[config.mk]
export PLATFORM = sky130hd
export DESIGN_NAME = axil_ctrl_regs
export DESIGN_NICKNAME = d
export VERILOG_FILES = /design/src/rtl/axil_ctrl_pkg.sv /design/src/rtl/axil_ctrl_bytereg.sv /design/src/rtl/axil_ctrl_regs.sv
export SDC_FILE = /design/constraint.sdc
export NUM_CORES = 1
export LEC_CHECK = 0
export CAP_MARGIN = 20
export CORE_MARGIN = 2
export CORE_UTILIZATION = 40
export DETAILED_ROUTE_END_ITERATION = 7
export PLACE_DENSITY = 0.73
export SLEW_MARGIN = 40
export SYNTH_ARGS = -nofsm -noshare
export SYNTH_HDL_FRONTEND = slang
export SYNTH_SLANG_ARGS = --single-unit
[constraint.sdc]
create_clock -name ap_clk -period 2.6 [get_ports ap_clk]
set_input_delay 0.52 -clock ap_clk [delete_from_list [all_inputs] [get_ports ap_clk]]
set_output_delay 0.52 -clock ap_clk [all_outputs]
set_load 0.01 [all_outputs]
[src/rtl/axil_ctrl_pkg.sv]
// axil_ctrl_pkg: control map offsets, response codes and FSM state encodings
package axil_ctrl_pkg;
    localparam logic [11:0] OFF_CTRL   = 12'h000;
    localparam logic [11:0] OFF_REG0   = 12'h010;
    localparam logic [11:0] OFF_REG1   = 12'h018;
    localparam logic [11:0] OFF_REG2   = 12'h020;
    localparam logic [11:0] OFF_STATUS = 12'h028;
    localparam logic [1:0] RESP_OKAY   = 2'b00;
    localparam logic [1:0] RESP_SLVERR = 2'b10;
    typedef enum logic [1:0] {
        WR_IDLE = 2'd0,
        WR_DATA = 2'd1,
        WR_RESP = 2'd2,
        WR_RST  = 2'd3
    } wr_state_t;
    typedef enum logic {
        RD_IDLE = 1'b0,
        RD_DATA = 1'b1
    } rd_state_t;
endpackage

[src/rtl/axil_ctrl_bytereg.sv]
// axil_ctrl_bytereg: 32-bit register with per-byte write enables and sync reset
module axil_ctrl_bytereg (
    input  logic        clk,
    input  logic        rst,
    input  logic        we,
    input  logic [3:0]  wstrb,
    input  logic [31:0] d,
    output logic [31:0] q
);
    // update only the bytes selected by wstrb
    always_ff @(posedge clk) begin
        if (rst) q <= '0;
        else if (we)
            for (int i = 0; i < 4; i++)
                if (wstrb[i]) q[8*i +: 8] <= d[8*i +: 8];
    end
endmodule

[src/rtl/axil_ctrl_regs.sv]
// axil_ctrl_regs: AXI4-Lite control register bank (CTRL, three RW user regs, RO status)
// Optional: define AXIL_CTRL_REGS_SLVERR_EN to answer unmapped offsets with SLVERR.
module axil_ctrl_regs
    import axil_ctrl_pkg::*;
#(
    parameter int C_S_AXI_CONTROL_ADDR_WIDTH = 12,
    parameter int C_S_AXI_CONTROL_DATA_WIDTH = 32
) (
    input  logic                                    ap_clk,
    input  logic                                    ap_rst,
    input  logic                                    s_axi_control_awvalid,
    output logic                                    s_axi_control_awready,
    input  logic [C_S_AXI_CONTROL_ADDR_WIDTH-1:0]   s_axi_control_awaddr,
    input  logic                                    s_axi_control_wvalid,
    output logic                                    s_axi_control_wready,
    input  logic [C_S_AXI_CONTROL_DATA_WIDTH-1:0]   s_axi_control_wdata,
    input  logic [C_S_AXI_CONTROL_DATA_WIDTH/8-1:0] s_axi_control_wstrb,
    output logic                                    s_axi_control_bvalid,
    input  logic                                    s_axi_control_bready,
    output logic [1:0]                              s_axi_control_bresp,
    input  logic                                    s_axi_control_arvalid,
    output logic                                    s_axi_control_arready,
    input  logic [C_S_AXI_CONTROL_ADDR_WIDTH-1:0]   s_axi_control_araddr,
    output logic                                    s_axi_control_rvalid,
    input  logic                                    s_axi_control_rready,
    output logic [C_S_AXI_CONTROL_DATA_WIDTH-1:0]   s_axi_control_rdata,
    output logic [1:0]                              s_axi_control_rresp,
    output logic                                    ap_start,
    input  logic                                    ap_done_i,
    input  logic                                    ap_idle_i,
    output logic [31:0]                             user_reg0,
    output logic [31:0]                             user_reg1,
    output logic [31:0]                             user_reg2,
    input  logic [31:0]                             status_i
);
    localparam int AW = C_S_AXI_CONTROL_ADDR_WIDTH;
    localparam logic [AW-1:0] WORD_MASK = ~AW'(3);
`ifdef AXIL_CTRL_REGS_SLVERR_EN
    localparam logic [1:0] RESP_UNMAPPED = RESP_SLVERR;
`else
    localparam logic [1:0] RESP_UNMAPPED = RESP_OKAY;
`endif

    wr_state_t     wr_state;
    rd_state_t     rd_state;
    logic [AW-1:0] wr_addr;
    logic [AW-1:0] wr_off;
    logic [AW-1:0] rd_off;
    logic          done_sticky;
    logic          wr_hs;
    logic          ar_hs;
    logic          wr_hit;
    logic          rd_hit;
    logic [31:0]   rd_val;

    // byte-lane offsets with the sub-word address bits dropped
    always_comb begin
        wr_off = wr_addr & WORD_MASK;
        rd_off = s_axi_control_araddr & WORD_MASK;
        wr_hs  = s_axi_control_wready & s_axi_control_wvalid;
        ar_hs  = s_axi_control_arready & s_axi_control_arvalid;
        wr_hit = wr_off == AW'(OFF_CTRL) || wr_off == AW'(OFF_REG0) || wr_off == AW'(OFF_REG1)
              || wr_off == AW'(OFF_REG2) || wr_off == AW'(OFF_STATUS);
        rd_hit = rd_off == AW'(OFF_CTRL) || rd_off == AW'(OFF_REG0) || rd_off == AW'(OFF_REG1)
              || rd_off == AW'(OFF_REG2) || rd_off == AW'(OFF_STATUS);
        rd_val = rd_off == AW'(OFF_CTRL)   ? {29'd0, ap_idle_i, done_sticky, ap_start} :
                 rd_off == AW'(OFF_REG0)   ? user_reg0 :
                 rd_off == AW'(OFF_REG1)   ? user_reg1 :
                 rd_off == AW'(OFF_REG2)   ? user_reg2 :
                 rd_off == AW'(OFF_STATUS) ? status_i  : 32'd0;
    end

    axil_ctrl_bytereg u_reg0 (
        .clk(ap_clk), .rst(ap_rst), .we(wr_hs && wr_off == AW'(OFF_REG0)),
        .wstrb(s_axi_control_wstrb), .d(s_axi_control_wdata), .q(user_reg0)
    );
    axil_ctrl_bytereg u_reg1 (
        .clk(ap_clk), .rst(ap_rst), .we(wr_hs && wr_off == AW'(OFF_REG1)),
        .wstrb(s_axi_control_wstrb), .d(s_axi_control_wdata), .q(user_reg1)
    );
    axil_ctrl_bytereg u_reg2 (
        .clk(ap_clk), .rst(ap_rst), .we(wr_hs && wr_off == AW'(OFF_REG2)),
        .wstrb(s_axi_control_wstrb), .d(s_axi_control_wdata), .q(user_reg2)
    );

    // write channel: AW then W then B, one transaction at a time
    always_ff @(posedge ap_clk) begin
        if (ap_rst) begin
            wr_state              <= WR_IDLE;
            wr_addr               <= '0;
            s_axi_control_awready <= 1'b0;
            s_axi_control_wready  <= 1'b0;
            s_axi_control_bvalid  <= 1'b0;
            s_axi_control_bresp   <= RESP_OKAY;
        end else begin
            case (wr_state)
                WR_IDLE: begin
                    if (s_axi_control_awready && s_axi_control_awvalid) begin
                        wr_state              <= WR_DATA;
                        wr_addr               <= s_axi_control_awaddr;
                        s_axi_control_awready <= 1'b0;
                        s_axi_control_wready  <= 1'b1;
                    end else s_axi_control_awready <= 1'b1;
                end
                WR_DATA: begin
                    if (wr_hs) begin
                        wr_state             <= WR_RESP;
                        s_axi_control_wready <= 1'b0;
                        s_axi_control_bvalid <= 1'b1;
                        s_axi_control_bresp  <= wr_hit ? RESP_OKAY : RESP_UNMAPPED;
                    end
                end
                WR_RESP: begin
                    if (s_axi_control_bready) begin
                        wr_state              <= WR_IDLE;
                        s_axi_control_bvalid  <= 1'b0;
                        s_axi_control_awready <= 1'b1;
                    end
                end
                default: begin
                    wr_state              <= WR_IDLE;
                    s_axi_control_awready <= 1'b0;
                    s_axi_control_wready  <= 1'b0;
                    s_axi_control_bvalid  <= 1'b0;
                end
            endcase
        end
    end

    // read channel: data is captured at the AR handshake and held until R handshake
    always_ff @(posedge ap_clk) begin
        if (ap_rst) begin
            rd_state              <= RD_IDLE;
            s_axi_control_arready <= 1'b0;
            s_axi_control_rvalid  <= 1'b0;
            s_axi_control_rdata   <= '0;
            s_axi_control_rresp   <= RESP_OKAY;
        end else begin
            case (rd_state)
                RD_IDLE: begin
                    if (ar_hs) begin
                        rd_state              <= RD_DATA;
                        s_axi_control_arready <= 1'b0;
                        s_axi_control_rvalid  <= 1'b1;
                        s_axi_control_rdata   <= rd_val;
                        s_axi_control_rresp   <= rd_hit ? RESP_OKAY : RESP_UNMAPPED;
                    end else s_axi_control_arready <= 1'b1;
                end
                default: begin
                    if (s_axi_control_rready) begin
                        rd_state              <= RD_IDLE;
                        s_axi_control_rvalid  <= 1'b0;
                        s_axi_control_arready <= 1'b1;
                    end
                end
            endcase
        end
    end

    // ap_start runs until done; done is sticky until CTRL is read, a new done wins over the clear
    always_ff @(posedge ap_clk) begin
        if (ap_rst) begin
            ap_start    <= 1'b0;
            done_sticky <= 1'b0;
        end else begin
            ap_start    <= (wr_hs && wr_off == AW'(OFF_CTRL) && s_axi_control_wstrb[0] && s_axi_control_wdata[0])
                         | (ap_start & ~ap_done_i);
            done_sticky <= ap_done_i | (done_sticky & ~(ar_hs && rd_off == AW'(OFF_CTRL)));
        end
    end
endmodule

=== Word level (Yosys, flattened, before mapping) ===
Cells that the tools add are included.

* Equal/unequal tests: 13
* Multiplexer cells: 27
* Bitwise logic cells: 12
* Reductions and logical operators: 31

{| class="wikitable"
|+ Operator list
! operator !! number
|-
| $mux 32 || 5
|-
| $eq 10x3->1 const B || 4
|-
| $reduce_and 2->1 || 16
|-
| $eq 10x4->1 const B || 3
|-
| $logic_not 12->1 || 2
|-
| $mux 1 || 15
|-
| $pmux 1 s3 || 3
|-
| $reduce_and 3->1 || 3
|-
| $logic_and 1x1->1 || 8
|-
| $ne 2x2->1 const B || 4
|-
| $mux 2 || 3
|-
| $not 1->1 || 6
|-
| $pmux 2 s3 || 1
|-
| $and 1x1->1 || 4
|-
| $eq 2x1->1 const B || 1
|-
| $eq 2x2->1 const B || 1
|-
| $logic_not 2->1 || 1
|-
| $or 1x1->1 || 2
|-
| $reduce_bool 2->1 || 1
|}

* Output and inout port bits: 138
* Input bits: 101
* Flip-flop bits (word level): 150
* Logic and storage cells: 106

=== Depth between registers and ports, before layout ===
Gate-level depths: netlist of run 1.

* Depth in word-level cells: 6
* Depth in mapped cells: 7
* Mapped depth without buffers: 4

=== Hierarchy ===
Synthesis of run 1 repeated with hierarchy kept, for this count alone.

* Cells, all modules: 821
* Area, all modules: 7,480.9 µm²

{| class="wikitable"
|+ By module, submodules not included
! module !! area an instance (µm²) !! sequential area each (µm²) !! times used !! cells an instance
|-
| axil_ctrl_bytereg || 1,463.9 || 640.6 || 3 || 146
|-
| axil_ctrl_regs || 3,089.2 || 1,041.0 || 1 || 383
|}

=== Worst setup path after synthesis of run 1 ===
No wires, ideal clock.

* Path type: input to register
* Start: input s_axi_control_araddr[7]
* End: register s_axi_control_rdata[10]
* Stages: 4
* Setup slack: 0.690 ns
* Data arrival time: 1.849 ns
* Required time: 2.539 ns
* Buffers on the path: 1
* Library setup time: 0.061 ns
* Cell sequence: or4_1 > nor4_4 > buf_2 > a32o_1

* Longest elaborated chain between the ends: 6
* Elaborated cells between the ends (all ways): 10
* Those cells by class: 4 x eq/ne; 5 x mux; 1 x reduce/logical

{| class="wikitable"
|+ Ends and longest elaborated chain
! what !! line !! text
|-
| start: declaration || axil_ctrl_regs.sv:23 || <nowiki>input logic [C_S_AXI_CONTROL_ADDR_WIDTH-1:0] s_axi_control_araddr,</nowiki>
|-
| $eq 10x4->1 || axil_ctrl_regs.sv:70 || <nowiki>rd_off == AW'(OFF_STATUS) ? status_i : 32'd0;</nowiki>
|-
| $mux 32 || axil_ctrl_regs.sv:70 ||
|-
| $mux 32 || axil_ctrl_regs.sv:69 || <nowiki>rd_off == AW'(OFF_REG2) ? user_reg2 :</nowiki>
|-
| $mux 32 || axil_ctrl_regs.sv:68 || <nowiki>rd_off == AW'(OFF_REG1) ? user_reg1 :</nowiki>
|-
| $mux 32 || axil_ctrl_regs.sv:67 || <nowiki>rd_off == AW'(OFF_REG0) ? user_reg0 :</nowiki>
|-
| $mux 32 (*) || axil_ctrl_regs.sv:66 || <nowiki>rd_val = rd_off == AW'(OFF_CTRL) ? {29'd0, ap_idle_i, done_sticky, ap_start} :</nowiki>
|-
| end signal: assignment || axil_ctrl_regs.sv:145 || <nowiki>s_axi_control_rdata <= rd_val;</nowiki>
|-
| end: declaration || axil_ctrl_regs.sv:26 || <nowiki>output logic [C_S_AXI_CONTROL_DATA_WIDTH-1:0] s_axi_control_rdata,</nowiki>
|}

Every way passes the cells marked *; elsewhere a longest branch is shown, timed or not.
A chain may end at the register's enable or synchronous reset.

=== Worst setup path in the final report of run 1 ===
* Start: input s_axi_control_wvalid
* End: register u_reg1.q[8]

* Longest elaborated chain between the ends: 3

{| class="wikitable"
|+ Ends and longest elaborated chain
! what !! line !! text
|-
| start: declaration || axil_ctrl_regs.sv:14 || <nowiki>input logic s_axi_control_wvalid,</nowiki>
|-
| $and 1x1->1 || axil_ctrl_regs.sv:60 || <nowiki>wr_hs = s_axi_control_wready & s_axi_control_wvalid;</nowiki>
|-
| $logic_and 1x1->1 || axil_ctrl_regs.sv:78 || <nowiki>.clk(ap_clk), .rst(ap_rst), .we(wr_hs && wr_off == AW'(OFF_REG1)),</nowiki>
|-
| $reduce_and 2->1 (no source line) || -- ||
|-
| end signal: indexed assignment || axil_ctrl_bytereg.sv:15 || <nowiki>if (wstrb[i]) q[8*i +: 8] <= d[8*i +: 8];</nowiki>
|-
| end: declaration || axil_ctrl_bytereg.sv:8 || <nowiki>output logic [31:0] q</nowiki>
|}

No other way between the ends.

==> metrics.cfg, run 1 <==
[critical_path]
worst-setup-path-type=in -> reg
crit_path_start_kind=input pin
reg2reg_slack_ps=730
r2r_end=u_reg1.q[8]
crit_fanout=8
critPathRequiredTime_ps=2880
ff2ff_path_depth=5
critPathLaunch=s_axi_control_wvalid
endpoint_kind=register
regToRegStartpoint=wr_addr[11]
cp.arrival_ps=2270

[place]
routabilityCongestion=0.803
place_ws_ps=158
dpl_cell_area_um2=8970
dp_cells=1101
hpwl_mm=13.9
portBuffers=230

[die]
die-width_um=131
dieArea_um2=17100
start_util_pct=40.7
rows=46
core_area_um2=15800
die_h_um=131
num_io_pins=239

[power]
finalPower_mw=5.38
cellLeakagePower_nw=4.11
p_per_area_nw_per_um2=562
ir_drop_v=0.000596

[synth]
yosys-top-cells-area=dfxtp_1 46%, mux2i_1 15%, nor2_1 6.2%, nand2_1 5.0%, a32o_1 5.0%
yosys.area.top_type=dfxtp_1
syn_area_per_cell_um2=9.40
seq_area_frac_synth_pct=46.0
ys_ff_latch=148
yosysWarningCount=0
async_reset_ff_share_pct=0
syn-instance-count=686
synthFlopType=dfxtp_1
synth_edf_count=0
synth_top_area_share_pct=46.0
synth_area_um2=6450
yosysUniqueCellTypes=41

[sta]
finalMaxSlewViolations=0
worst_hold_slack_ps=463
rsz0062_at_grt=false
slew_headroom_pct=47.0
clock.fmax_mhz=503
setup_ws_ps=611
tightest_slew_ps=795
setup_viol=0
fin_crit_sh_pct=76.5
skew_ps=6.80
fin_tns_setup_ps=0
hold_viol=0
min_period_ps=1990

[worst_hold_path]
holdPathEnd=s_axi_control_rdata[22]
min_path_cells=1
hold_class=reg -> reg
hold_start=s_axi_control_rdata[22]

[grt]
grt_max_degree=75
grt_use_total_pct=23.6
grt_pass1_vias=5487
grt_pass1_wl_mm=30.8
grt_overflow=0
antenna_found_initial=0

[cts]
cts_resized=0
cts-root-buf=clkbuf_16
post_cts_buffers=0
clkLatencyLatePin_ps=420
cts_tree=built
hold_buffers=0
cts_max_path_buffers=2
cts_made_buffers=17
cts.sinks=148
cts_max_level=4
clk_pin_slew_worst_paths_ps=60

[detailed_routing]
drtIter0Drc=341
ant_nets=0
drc=0
drt-wirelength-per-cell_um=18.1
avgViaCountPerCell=5.29
dr_total_vias=5995
dr.pass1.iters=4
finalWirelength_mm=20.5

[layout]
multi_input_area_um2=3240
fin_util_pct=60.5
instances_no_fill=1133
layout_commonest_cell=clkdlybuf4s50_1
nFillCells=1397
seq_area_um2=2960
finalNetCount=1005
drive_gt1_share_pct=7.96
n_antenna_cell=0
final_area_um2=9580
layout_common_cells=227 x clkdlybuf4s50_1, 148 x dfxtp_1, 105 x nor2_1
area_growth_pct=48.6

[run_status]
outcome=completed

[flow_run]
drv_cap=0

## worst max path at each step
stage,slack (ps),depth (start not counted),end
4_1_cts,600,6,u_reg1.q[8]
5_1_grt,500,6,u_reg1.q[14]
6_report,610,6,u_reg1.q[8]
3_3_place_gp,200,6,s_axi_control_rdata[2]
3_5_place_dp,160,6,u_reg1.q[15]
2_1_floorplan,690,4,s_axi_control_rdata[10]
## layer usage
layer  wire length [µm]  GRT usage, %  vias to the layer above
li1                   -             -                     2891
met1               8600          29.9                     2839
met2               9600          38.2                      243
met3               1960          8.51                       22
met4                309          6.51                        0
met5                  0             0                        -
## worst max-delay path, stage by stage
cell             delay (ps)
clkdlybuf4s50_1         530
and4b_1                 210
buf_4                   220
nand4_2                 430
mux2i_1                 300
nor2_1                   50
## power by group
group	leakage (nW)	switching, mW	internal [mW]	total, mW
combinational	2.62	0.268	0.235	0.503
clock	0.294	0.952	1.62	2.57
sequential	1.19	0.0215	2.29	2.31
total	4.11	1.24	4.14	5.38
## kinds of logic (layout without fill, tap and decap cells)
| logic type | after synthesis | count (layout) | synth area share, % |
|---|---|---|---|
| AO/OA/AOI/OAI | 155 | 155 | 16.1 |
| flip-flops | 148 | 148 | 46.0 |
| multiplexers | 96 | 96 | 14.9 |
| buffers and inverters | 55 | 283 | 4.48 |
| AND/OR/NAND/NOR | 231 | 231 | 18.5 |
| other | 1 | 4 | 0.0582 |
## state kept, by name (all words and copies together), names as in the netlist
name	cells
s_axi_control_rdata	32
u_reg0.q	32
u_reg1.q	32
u_reg2.q	32
wr_addr	10
wr_state	2
ap_start	1
done_sticky	1
rd_state	1
s_axi_control_arready	1
s_axi_control_awready	1
s_axi_control_bvalid	1
s_axi_control_rvalid	1
s_axi_control_wready	1
## cells in the mapped netlist (6+ instances only)
| master | n |
|---|---|
| nor2_1 | 107 |
| clkbuf_1 | 29 |
| mux2i_1 | 96 |
| nand4_4 | 8 |
| a32o_1 | 32 |
| buf_4 | 6 |
| dfxtp_1 | 148 |
| buf_2 | 8 |
| a21oi_1 | 50 |
| o21ai_1 | 33 |
| nand2_1 | 86 |
| a22oi_1 | 32 |
## layout make-up
type	instances	share of cell area, %
multi-input cells	486	33.8
clock buffers	25	5.17
clock inverters	7	1.24
repair buffers	249	26.0
flip-flops and latches	148	30.9
well taps	216	2.82
inverters	2	0.0784
(Power assumes the default switching activity.)
==> run 2, diff against run 1 <==
Settings changed: PLACE_DENSITY 0.73 to 0.76.
Clock period 2.6 ns to 1.7 ns, I/O delays scaled along.
==> run 2 against run 1 <==
Effect of this change: sequential power is 53% higher; register-to-register slack worse by 630 ps; clock skew is 0.77 ps higher; largest cell class unchanged; largest power group is now registers; highest routed layer unchanged.
==> metrics.cfg, run 2 (synthesis results as in run 1) <==
[power]
comb_power_share_pct=10.9
seq_power_share_pct=45.1
swShare_pct=23.7
intPower_mw=5.98
cellLeakagePower_nw=5.48
finalPower_mw=7.83
p_per_area_nw_per_um2=788
p_clk_share_pct=44.0
p_sw_mw=1.85
ir_drop_v=0.000643

[place]
hpwl_mm=14.5
routabilityCongestion=0.802
portBuffers=230

[sta]
hold_viol=0
setup_viol=0
min_period_ps=1670
fin_crit_sh_pct=98.1
fin_tns_setup_ps=0
skew_ps=7.56
finalMaxSlewViolations=0
worst_hold_slack_ps=325
clock.fmax_mhz=600

[die]
core_area_um2=15800
rows=46
die-width_um=131
num_io_pins=239
die_h_um=131
start_util_pct=40.7
dieArea_um2=17100

[cts]
cts_max_level=4
cts.sinks=148
cts_tree=built
clkLatencyLatePin_ps=420
cts-root-buf=clkbuf_16
clk_pin_slew_worst_paths_ps=50
cts_max_path_buffers=2
cts_made_buffers=17
post_cts_buffers=0
hold_buffers=0

[grt]
grt_pass1_vias=5721
grt_pass1_wl_mm=30.7
grt_overflow=0
grt_max_degree=78
antenna_found_initial=0
grt_use_total_pct=23.4

[critical_path]
worst-setup-path-type=in -> reg
critPathRequiredTime_ps=2060
endpoint_kind=register
crit_path_start_kind=input pin
worstPathCellList=clkdlybuf4s50_1, or4_4, nor4_4, buf_4, buf_12, a32o_1
crit_fanout=13
cp_slowest_cell=or4_4
reg2reg_slack_ps=100
critical_path.max_stage_delay_ps=580
cp.arrival_ps=2020

[detailed_routing]
ant_nets=0
avgViaCountPerCell=5.16
drc=0
drtIter0Drc=271
drt-wirelength-per-cell_um=17.7
dr.pass1.iters=4
finalWirelength_mm=20.4
dr_total_vias=5949

[flow_run]
drv_cap=0

[layout]
finalNetCount=1028
nFillCells=1345
fin_util_pct=62.8
layout_common_cells=145 x dfxtp_1, 133 x clkdlybuf4s50_1, 105 x nor2_1
layout_commonest_cell=dfxtp_1
drive_gt1_share_pct=10.4
area_growth_pct=54.2
n_antenna_cell=0

[run_status]
outcome=completed

[worst_hold_path]
hold_class=in -> reg

[run 2: per-layer routing]
metal | vias to the layer above | share of wire [%] | GRT usage [%] | routed length (µm)
met5 | - | 0 | 0 | 0
met4 | 0 | 1.7 | 8.20 | 339
met3 | 27 | 6.9 | 6.39 | 1420
met2 | 207 | 49 | 39.8 | 10000
met1 | 2785 | 42 | 28.5 | 8660
li1 | 2930 | - | - | -
[run 2: final timing paths]
path | startpoint | to | cells after the start
worst max register to register | wr_addr[3] | u_reg2.q[15] | 5
worst min register to register | s_axi_control_rdata[31] | s_axi_control_rdata[31] | 1
worst max-delay path | s_axi_control_araddr[7] | s_axi_control_rdata[30] | 6
worst min-delay path | ap_rst | s_axi_control_arready | 3
[run 2: per-stage QoR]
stage	instance area (µm²)	cells	worst slack [ps]
2_1_floorplan	6490	689	-182
3_5_place_dp	9280	1124	-403
5_1_grt	9940	1154	-9.06
6_report	9940	1154	32.6
4_1_cts	9770	1154	1.45
3_3_place_gp	9280	1124	-379
[run 2: power by group through the flow]
stage | Clock [mW] | Combinational, mW | Sequential (mW)
global route | 3.65 | 0.915 | 3.54
global placement | 0 | 0.853 | 3.61
floorplan | 0 | 0.376 | 3.61
detailed placement | 0 | 0.857 | 3.61
CTS | 3.50 | 0.856 | 3.53
finish | 3.45 | 0.852 | 3.53
[run 2: cell type report]
class | count | area (µm²) | share of cell area, %
Timing Repair Buffer | 272 | 2890 | 29.1
Clock inverter | 6 | 55.1 | 0.554
Sequential cell | 148 | 2970 | 29.9
Multi-Input combinational cell | 486 | 3280 | 33.0
Tap cell | 216 | 270 | 2.72
Inverter | 2 | 7.51 | 0.0755
Clock buffer | 24 | 472 | 4.75
[run 2: timing repair]
action | 4_1_cts | 5_1_grt
resized for setup | 31 | 65
endpoints found under the setup margin | 30 | 78
endpoints found under the hold margin | 0 | 0
[run 2: worst max-delay path: cells and delay by family]
family | cells | cell delay, ps
AOI/OAI and AO/OA | 1 | 170
buffers and inverters | 3 | 760
and+or+nand+nor | 2 | 750
